`src/rtl/pc_seq_pkg.sv`:
```
// Shared types and default widths for the pc_sequencer program store / PC block.
package pc_seq_pkg;

   typedef enum logic [1:0] {
      IDLE = 2'd0,
      LOAD = 2'd1,
      RUN  = 2'd2
   } pc_state_e;

   localparam int ADDR_W_DEF = 6;
   localparam int INST_W_DEF = 23;
   localparam int DATA_W_DEF = 16;

endpackage

```
`src/rtl/pc_prog_mem.sv`:
```
// Program store: DEPTH x INST_W RAM with one write port and a registered,
// enable-gated read port whose output register resets to zero.
module pc_prog_mem
   import pc_seq_pkg::*;
#(
   parameter int ADDR_W = ADDR_W_DEF,
   parameter int INST_W = INST_W_DEF,
   parameter int DEPTH  = int'(32'd1 << ADDR_W)
) (
   input  logic              clk,
   input  logic              rst_n,
   input  logic              we,
   input  logic [ADDR_W-1:0] waddr,
   input  logic [INST_W-1:0] wdata,
   input  logic              re,
   input  logic [ADDR_W-1:0] raddr,
   output logic [INST_W-1:0] rdata
);

   logic [INST_W-1:0] mem_r [DEPTH];
   logic [INST_W-1:0] rdata_r;

   // Storage array write; contents are deliberately left untouched by reset
   always_ff @(posedge clk) begin
      if (we) begin
         mem_r[waddr] <= wdata;
      end
   end

   // Read register holds its value whenever re is low
   always_ff @(posedge clk) begin
      if (!rst_n) begin
         rdata_r <= {INST_W{1'b0}};
      end else if (re) begin
         rdata_r <= mem_r[raddr];
      end
   end

   assign rdata = rdata_r;

endmodule

```
`src/rtl/pc_sequencer.sv`:
```
// Program store plus PC sequencer with IDLE/LOAD/RUN control and registered fetch.
// Optional return stack (call/ret/stack_err) is built when PC_STACK_EN is defined.
module pc_sequencer
   import pc_seq_pkg::*;
#(
   parameter int ADDR_W = ADDR_W_DEF,
   parameter int INST_W = INST_W_DEF,
   parameter int DATA_W = DATA_W_DEF,
   parameter int DEPTH  = int'(32'd1 << ADDR_W)
`ifdef PC_STACK_EN
   ,
   parameter int STACK_DEPTH = 4
`endif
) (
   input  logic              clk,
   input  logic              rst_n,
   input  logic              write,
   input  logic [INST_W-1:0] program_in,
   input  logic              start,
   input  logic              inc_pc,
   input  logic              branch,
   input  logic [DATA_W-1:0] bus,
   input  logic              halt,
`ifdef PC_STACK_EN
   input  logic              call,
   input  logic              ret,
   output logic              stack_err,
`endif
   output logic [ADDR_W-1:0] address,
   output logic [INST_W-1:0] code,
   output logic              code_valid,
   output logic [ADDR_W:0]   load_count,
   output logic              load_full,
   output logic              running
);

   localparam logic [ADDR_W:0]   DEPTH_C   = (ADDR_W+1)'(DEPTH);
   localparam logic [ADDR_W-1:0] LAST_C    = ADDR_W'(DEPTH - 1);
   localparam logic [ADDR_W-1:0] ADDR_ZERO = {ADDR_W{1'b0}};
   localparam logic [ADDR_W-1:0] ADDR_ONE  = {{(ADDR_W-1){1'b0}}, 1'b1};
   localparam logic [ADDR_W:0]   CNT_ONE   = {{ADDR_W{1'b0}}, 1'b1};

   pc_state_e         state_r, state_nxt_s;
   logic [ADDR_W-1:0] address_r, addr_nxt_s, addr_inc_s, target_s;
   logic [ADDR_W:0]   load_count_r, load_cnt_nxt_s;
   logic              code_valid_r, load_full_r, running_r;
   logic              mem_we_s, fetch_s;

`ifdef PC_STACK_EN
   localparam int              SP_W    = $clog2(STACK_DEPTH + 1);
   localparam logic [SP_W-1:0] SP_FULL = SP_W'(STACK_DEPTH);
   localparam logic [SP_W-1:0] SP_ZERO = {SP_W{1'b0}};
   localparam logic [SP_W-1:0] SP_ONE  = {{(SP_W-1){1'b0}}, 1'b1};

   logic [ADDR_W-1:0] stack_r [2**SP_W];
   logic [SP_W-1:0]   sp_r, sp_nxt_s;
   logic              push_s, err_set_s, stack_err_r;
`endif

   // Only the low ADDR_W bus bits address the store; the rest are don't-care
   generate
      if (DATA_W > ADDR_W) begin : g_bus_hi
         logic unused_bus_hi_s;
         assign unused_bus_hi_s = ^bus[DATA_W-1:ADDR_W];
      end
   endgenerate

   // Wrapped increment and range-checked branch target
   always_comb begin
      if (address_r == LAST_C) begin
         addr_inc_s = ADDR_ZERO;
      end else begin
         addr_inc_s = address_r + ADDR_ONE;
      end
      if ({1'b0, bus[ADDR_W-1:0]} < DEPTH_C) begin
         target_s = bus[ADDR_W-1:0];
      end else begin
         target_s = ADDR_ZERO;
      end
   end

   // Next-state, next-PC and load-pointer decode
   always_comb begin
      state_nxt_s    = state_r;
      addr_nxt_s     = address_r;
      load_cnt_nxt_s = load_count_r;
      mem_we_s       = 1'b0;
`ifdef PC_STACK_EN
      sp_nxt_s       = sp_r;
      push_s         = 1'b0;
      err_set_s      = 1'b0;
`endif
      case (state_r)
         IDLE, LOAD: begin
            if (write) begin
               state_nxt_s = LOAD;
               // Saturate: once the store is full further words are dropped
               if (load_count_r != DEPTH_C) begin
                  mem_we_s       = 1'b1;
                  load_cnt_nxt_s = load_count_r + CNT_ONE;
               end else begin
                  mem_we_s       = 1'b0;
                  load_cnt_nxt_s = load_count_r;
               end
            end else if (start && (state_r == IDLE)) begin
               state_nxt_s = RUN;
               addr_nxt_s  = ADDR_ZERO;
            end else begin
               state_nxt_s = IDLE;
            end
         end
         RUN: begin
            if (halt) begin
               state_nxt_s = IDLE;
            end else if (start) begin
               addr_nxt_s = ADDR_ZERO;
`ifdef PC_STACK_EN
            end else if (call) begin
               if (sp_r == SP_FULL) begin
                  addr_nxt_s = addr_inc_s;
                  err_set_s  = 1'b1;
               end else begin
                  push_s     = 1'b1;
                  sp_nxt_s   = sp_r + SP_ONE;
                  addr_nxt_s = target_s;
               end
            end else if (ret) begin
               if (sp_r == SP_ZERO) begin
                  addr_nxt_s = addr_inc_s;
                  err_set_s  = 1'b1;
               end else begin
                  sp_nxt_s   = sp_r - SP_ONE;
                  addr_nxt_s = stack_r[sp_r - SP_ONE];
               end
`endif
            end else if (branch) begin
               addr_nxt_s = target_s;
            end else if (inc_pc) begin
               addr_nxt_s = addr_inc_s;
            end else begin
               addr_nxt_s = address_r;
            end
         end
         default: begin
            state_nxt_s = IDLE;
            addr_nxt_s  = ADDR_ZERO;
         end
      endcase
   end

   // Fetch from the next PC so code lines up with address on the same cycle
   assign fetch_s = (state_nxt_s == RUN);

   pc_prog_mem #(
      .ADDR_W (ADDR_W),
      .INST_W (INST_W),
      .DEPTH  (DEPTH)
   ) u_mem (
      .clk   (clk),
      .rst_n (rst_n),
      .we    (mem_we_s),
      .waddr (load_count_r[ADDR_W-1:0]),
      .wdata (program_in),
      .re    (fetch_s),
      .raddr (addr_nxt_s),
      .rdata (code)
   );

   // Control and status registers
   always_ff @(posedge clk) begin
      if (!rst_n) begin
         state_r      <= IDLE;
         address_r    <= ADDR_ZERO;
         load_count_r <= {(ADDR_W+1){1'b0}};
         code_valid_r <= 1'b0;
         load_full_r  <= 1'b0;
         running_r    <= 1'b0;
      end else begin
         state_r      <= state_nxt_s;
         address_r    <= addr_nxt_s;
         load_count_r <= load_cnt_nxt_s;
         code_valid_r <= (state_r == RUN) && (state_nxt_s == RUN);
         load_full_r  <= (load_cnt_nxt_s == DEPTH_C);
         running_r    <= (state_nxt_s == RUN);
      end
   end

`ifdef PC_STACK_EN
   // Return-stack pointer and sticky error flag
   always_ff @(posedge clk) begin
      if (!rst_n) begin
         sp_r        <= SP_ZERO;
         stack_err_r <= 1'b0;
      end else begin
         sp_r        <= sp_nxt_s;
         stack_err_r <= stack_err_r | err_set_s;
      end
   end

   // Return-address storage
   always_ff @(posedge clk) begin
      if (push_s) begin
         stack_r[sp_r] <= addr_inc_s;
      end
   end

   assign stack_err = stack_err_r;
`endif

   assign address    = address_r;
   assign code_valid = code_valid_r;
   assign load_count = load_count_r;
   assign load_full  = load_full_r;
   assign running    = running_r;

endmodule

```
`config.mk`:
```
export PLATFORM = sky130hd
export DESIGN_NAME = pc_sequencer
export DESIGN_NICKNAME = d
export VERILOG_FILES = /design/src/rtl/pc_seq_pkg.sv /design/src/rtl/pc_prog_mem.sv /design/src/rtl/pc_sequencer.sv
export SDC_FILE = /design/constraint.sdc
export NUM_CORES = 2
export LEC_CHECK = 0
export BUFFER_PORTS_ARGS = -buffer_cell sky130_fd_sc_hd__buf_2
export CAP_MARGIN = 20
export CORE_MARGIN = 8
export CORE_UTILIZATION = 50
export CTS_BUF_LIST = sky130_fd_sc_hd__clkbuf_4 sky130_fd_sc_hd__clkbuf_8 sky130_fd_sc_hd__clkbuf_16
export DETAILED_ROUTE_END_ITERATION = 10
export PLACE_DENSITY_LB_ADDON = 0.2
export REMOVE_ABC_BUFFERS = 1
export SYNTH_ARGS = -nofsm -noshare
export SYNTH_HDL_FRONTEND = slang
export SYNTH_SLANG_ARGS = --single-unit
```
`constraint.sdc`:
```
create_clock -name clk -period 7.22 [get_ports clk]
set_input_delay 1.444 -clock clk [delete_from_list [all_inputs] [get_ports clk]]
set_output_delay 1.444 -clock clk [all_outputs]
set_load 0.01 [all_outputs]
```
==> reports/metrics.csv <==
metric;value;unit
status;finished, final reports clean;
YS warnings;0;
Setup Crit Path Kind;primary input to flop;
slew margin rel.;22.7;%
Port Buffers;74;
Pins Over Slew Limit;0;
Post-Syn Area;0.0600;sq mm
routed len/inst;27.4;um
Detailed Route WL;168;mm
max-capacitance violation count;0;
FFs w/ async S/R, synth;0;%
dpl hpwl;88.4;mm
clk_lat worst skew;0.77;ns
global-route wire length before repair;242;mm
Iter 0 DRT Violations;4316;
Die Span X;363;um
fin crit period;5.01;ns
CP dominant cell by count;buf_12;
worst clock skew;0.0311;ns
Synth cell types;71;
H-tree lvl count;4;
part of the power in the clock network;43.7;%
internal power;14.5;mW
die area;0.131;sq mm
GRT Resource Usage Total;24.8;%
largest fanout on the critical path;123;
hold_buf cts;0;
Die Y;363;um
Worst path slowest cell;a31oi_1;
NumNets Final;4422;
final instance area;0.0679;sq mm
Num CTS Buffers;156;
Vias per Instance;6.14;
CTS tree;yes;
layout cells sized above 1;13.1;%
cell breakdown of the critical path;buf_2 > nand2b_1 > o211ai_4 > buf_12 > and2_4 > buf_12 > nand2_1 > a32oi_1 > nand4_1 > a31oi_1 > a221o_1;
Routability Congestion;0.885;
largest family of logic cells by synthesized area;simple AND/OR/NAND/NOR gates;
crit end category;flop;
row count;127;
CP Launch Type;primary input;
Switching Fraction;20.7;%
synthesized netlist cell count;4308;
Peak Freq;0.199;GHz
DP Area;0.0628;sq mm
flops & latches, synth;1513;
Fin. Hold Viols;0;
max incr delay on CP;0.86;ns
post_cts resized;0;
worst path bufs/invs;3;
Worst-path clk slew;0.06;ns
post-synthesis simple-gate area fraction;12.2;%
Post-DRT Antenna Nets;0;
switching power;3.78;mW
Clock Tree Buf Depth;3;
Core ar.;0.119;sq mm
Min-Delay Path Class;flop to flop;
Root Buffer Master;clkbuf_16;
commonest non-fill, non-tap cell in the layout;edfxtp_1;
DR DRC count;0;
Post-synth EDFFs;1472;
area fraction in compound gates after synthesis;9.62;%
Synth Area per Inst;13.9;sq um
final hold slack;0.505;ns
combinational group share of total power;3.3;%
Adder-Cell Fraction of Synth Area;0.0625;%
Final Cycle Share;69.4;%
CP required;7.92;ns
Finish-stage setup viols;0;
xor/xnor share of the synthesized area;0.0729;%
RSZ-0062 raised after global routing;no;
TritonRoute pass-1 iters;5;
Tot Pwr;18.3;mW
multiplexer share of the synthesized area;0.844;%
synth-to-layout area growth;13.1;%
share of Yosys cell area claimed by the top area cell type;73.6;%
initial antenna violation count;3;
largest net degree at the start of global routing;124;
Pleak;22.3;nW
vias in the first global route;35500;
commonest non-fill, non-tap cells in the layout;edfxtp_1 (1472), nand2_1 (943), a211oi_1 (226), nand3_1 (217), and3_1 (208);
CP top delay family;compound AO/OA/AOI/OAI gates;
PD cells;269;mW/mm^2
Critical Path AT;5.71;ns
Worst-Margin Slew;1.16;ns
CTS sink cnt;1513;
post-route setup TNS;0;ns
Vias;37600;
ranking of synthesized cells by area;edfxtp_1 (74%), nand2_1 (5.9%), a211oi_1 (2.8%);
Top Ports;85;
Sequential Power Share;53.1;%
maximum resistive drop on vdd;0.227;mV
Final Util;56.8;%
Setup Buffers After CTS;0;
GRT Residual Overflow;0;
Seq/Total Area, Yosys;75.0;%
Most used DFF post-synth;edfxtp_1;
biggest area consumer among synthesized cells;edfxtp_1;
initial core utilization;50.2;%
layer usage:
metal,global-route usage (%),share of wire [%],vias to the layer above
li1,-,-,16700
met1,34.0,41,18800
met2,38.5,46,1693
met3,6.03,9.3,308
met4,9.24,3.8,4
met5,0,0.013,-
final timing paths:
path / startpoint / to / cells past startpoint / slack, ns
worst min-delay path: u_mem.rdata[7]$_SDFFE_PN0P_ / u_mem.rdata[7]$_SDFFE_PN0P_ / 1 / 0.51
worst max register to register: address[1]$_SDFF_PN0_ / u_mem.rdata[12]$_SDFFE_PN0P_ / 11 / 2.21
worst max-delay path: branch / u_mem.rdata[12]$_SDFFE_PN0P_ / 11 / 2.21
worst min register to register: u_mem.rdata[7]$_SDFFE_PN0P_ / u_mem.rdata[7]$_SDFFE_PN0P_ / 1 / 0.51
area by class of cell:
cell class                 count  area, sq um
multi-input combinational   2466        14000
clock inverter                76          707
inverter                       5         18.8
fill                        9381        51600
tap                         1612         2020
timing repair buffer         231         1780
antenna                        1         2.50
sequential                  1513        45000
clock buffer                 210         4420
cell usage after synthesis, types with 23 or more instances:
| library cell | number |
|---|---|
| a211oi_1 | 226 |
| a21boi_0 | 25 |
| a21oi_1 | 31 |
| a221o_1 | 23 |
| a311oi_1 | 53 |
| a31oi_1 | 177 |
| a32oi_1 | 44 |
| and3_1 | 208 |
| buf_1 | 37 |
| buf_2 | 74 |
| clkbuf_1 | 208 |
| dfxtp_1 | 41 |
| edfxtp_1 | 1472 |
| mux2i_1 | 45 |
| nand2_1 | 944 |
| nand3_1 | 217 |
| nand4_1 | 49 |
| nor2_1 | 141 |
| nor3_1 | 26 |
| o21ai_0 | 41 |
| o31ai_1 | 25 |
cell families (layout without fill, tap and decap cells):
kind of cell,count (synthesis),in the layout
DFF,1513,1513
xor gates and xnor gates,5,5
AOI/OAI and AO/OA,773,773
other,0,1
and+or+nand+nor,1637,1637
buffers and inverters,329,522
adders and majority gates,3,3
muxes,48,48
power by group through the flow:
stage	registers [mW]	clock network, mW	logic (mW)
after floorplan	9.87	0	0.288
after global routing	9.69	8.40	0.635
after detailed placement	9.88	0	0.596
final	9.69	7.97	0.596
after CTS	9.69	8.07	0.597
after global placement	9.87	0	0.585
metrics by stage:
stage / instances / setup slack (ns)
after floorplan: 3984 / -12.39
after global routing: 6113 / 2.02
after CTS: 6113 / 2.34
after detailed placement: 5827 / 1.58
final: 6114 / 2.21
after global placement: 5826 / 1.56
state kept, by name (all words and copies together), names as in the netlist:
signal,cells
u_mem.mem_r,1472
u_mem.rdata,23
load_count,7
address,6
state_r,2
code_valid,1
load_full,1
running,1
Note: power is estimated with default switching activity, not from simulation.
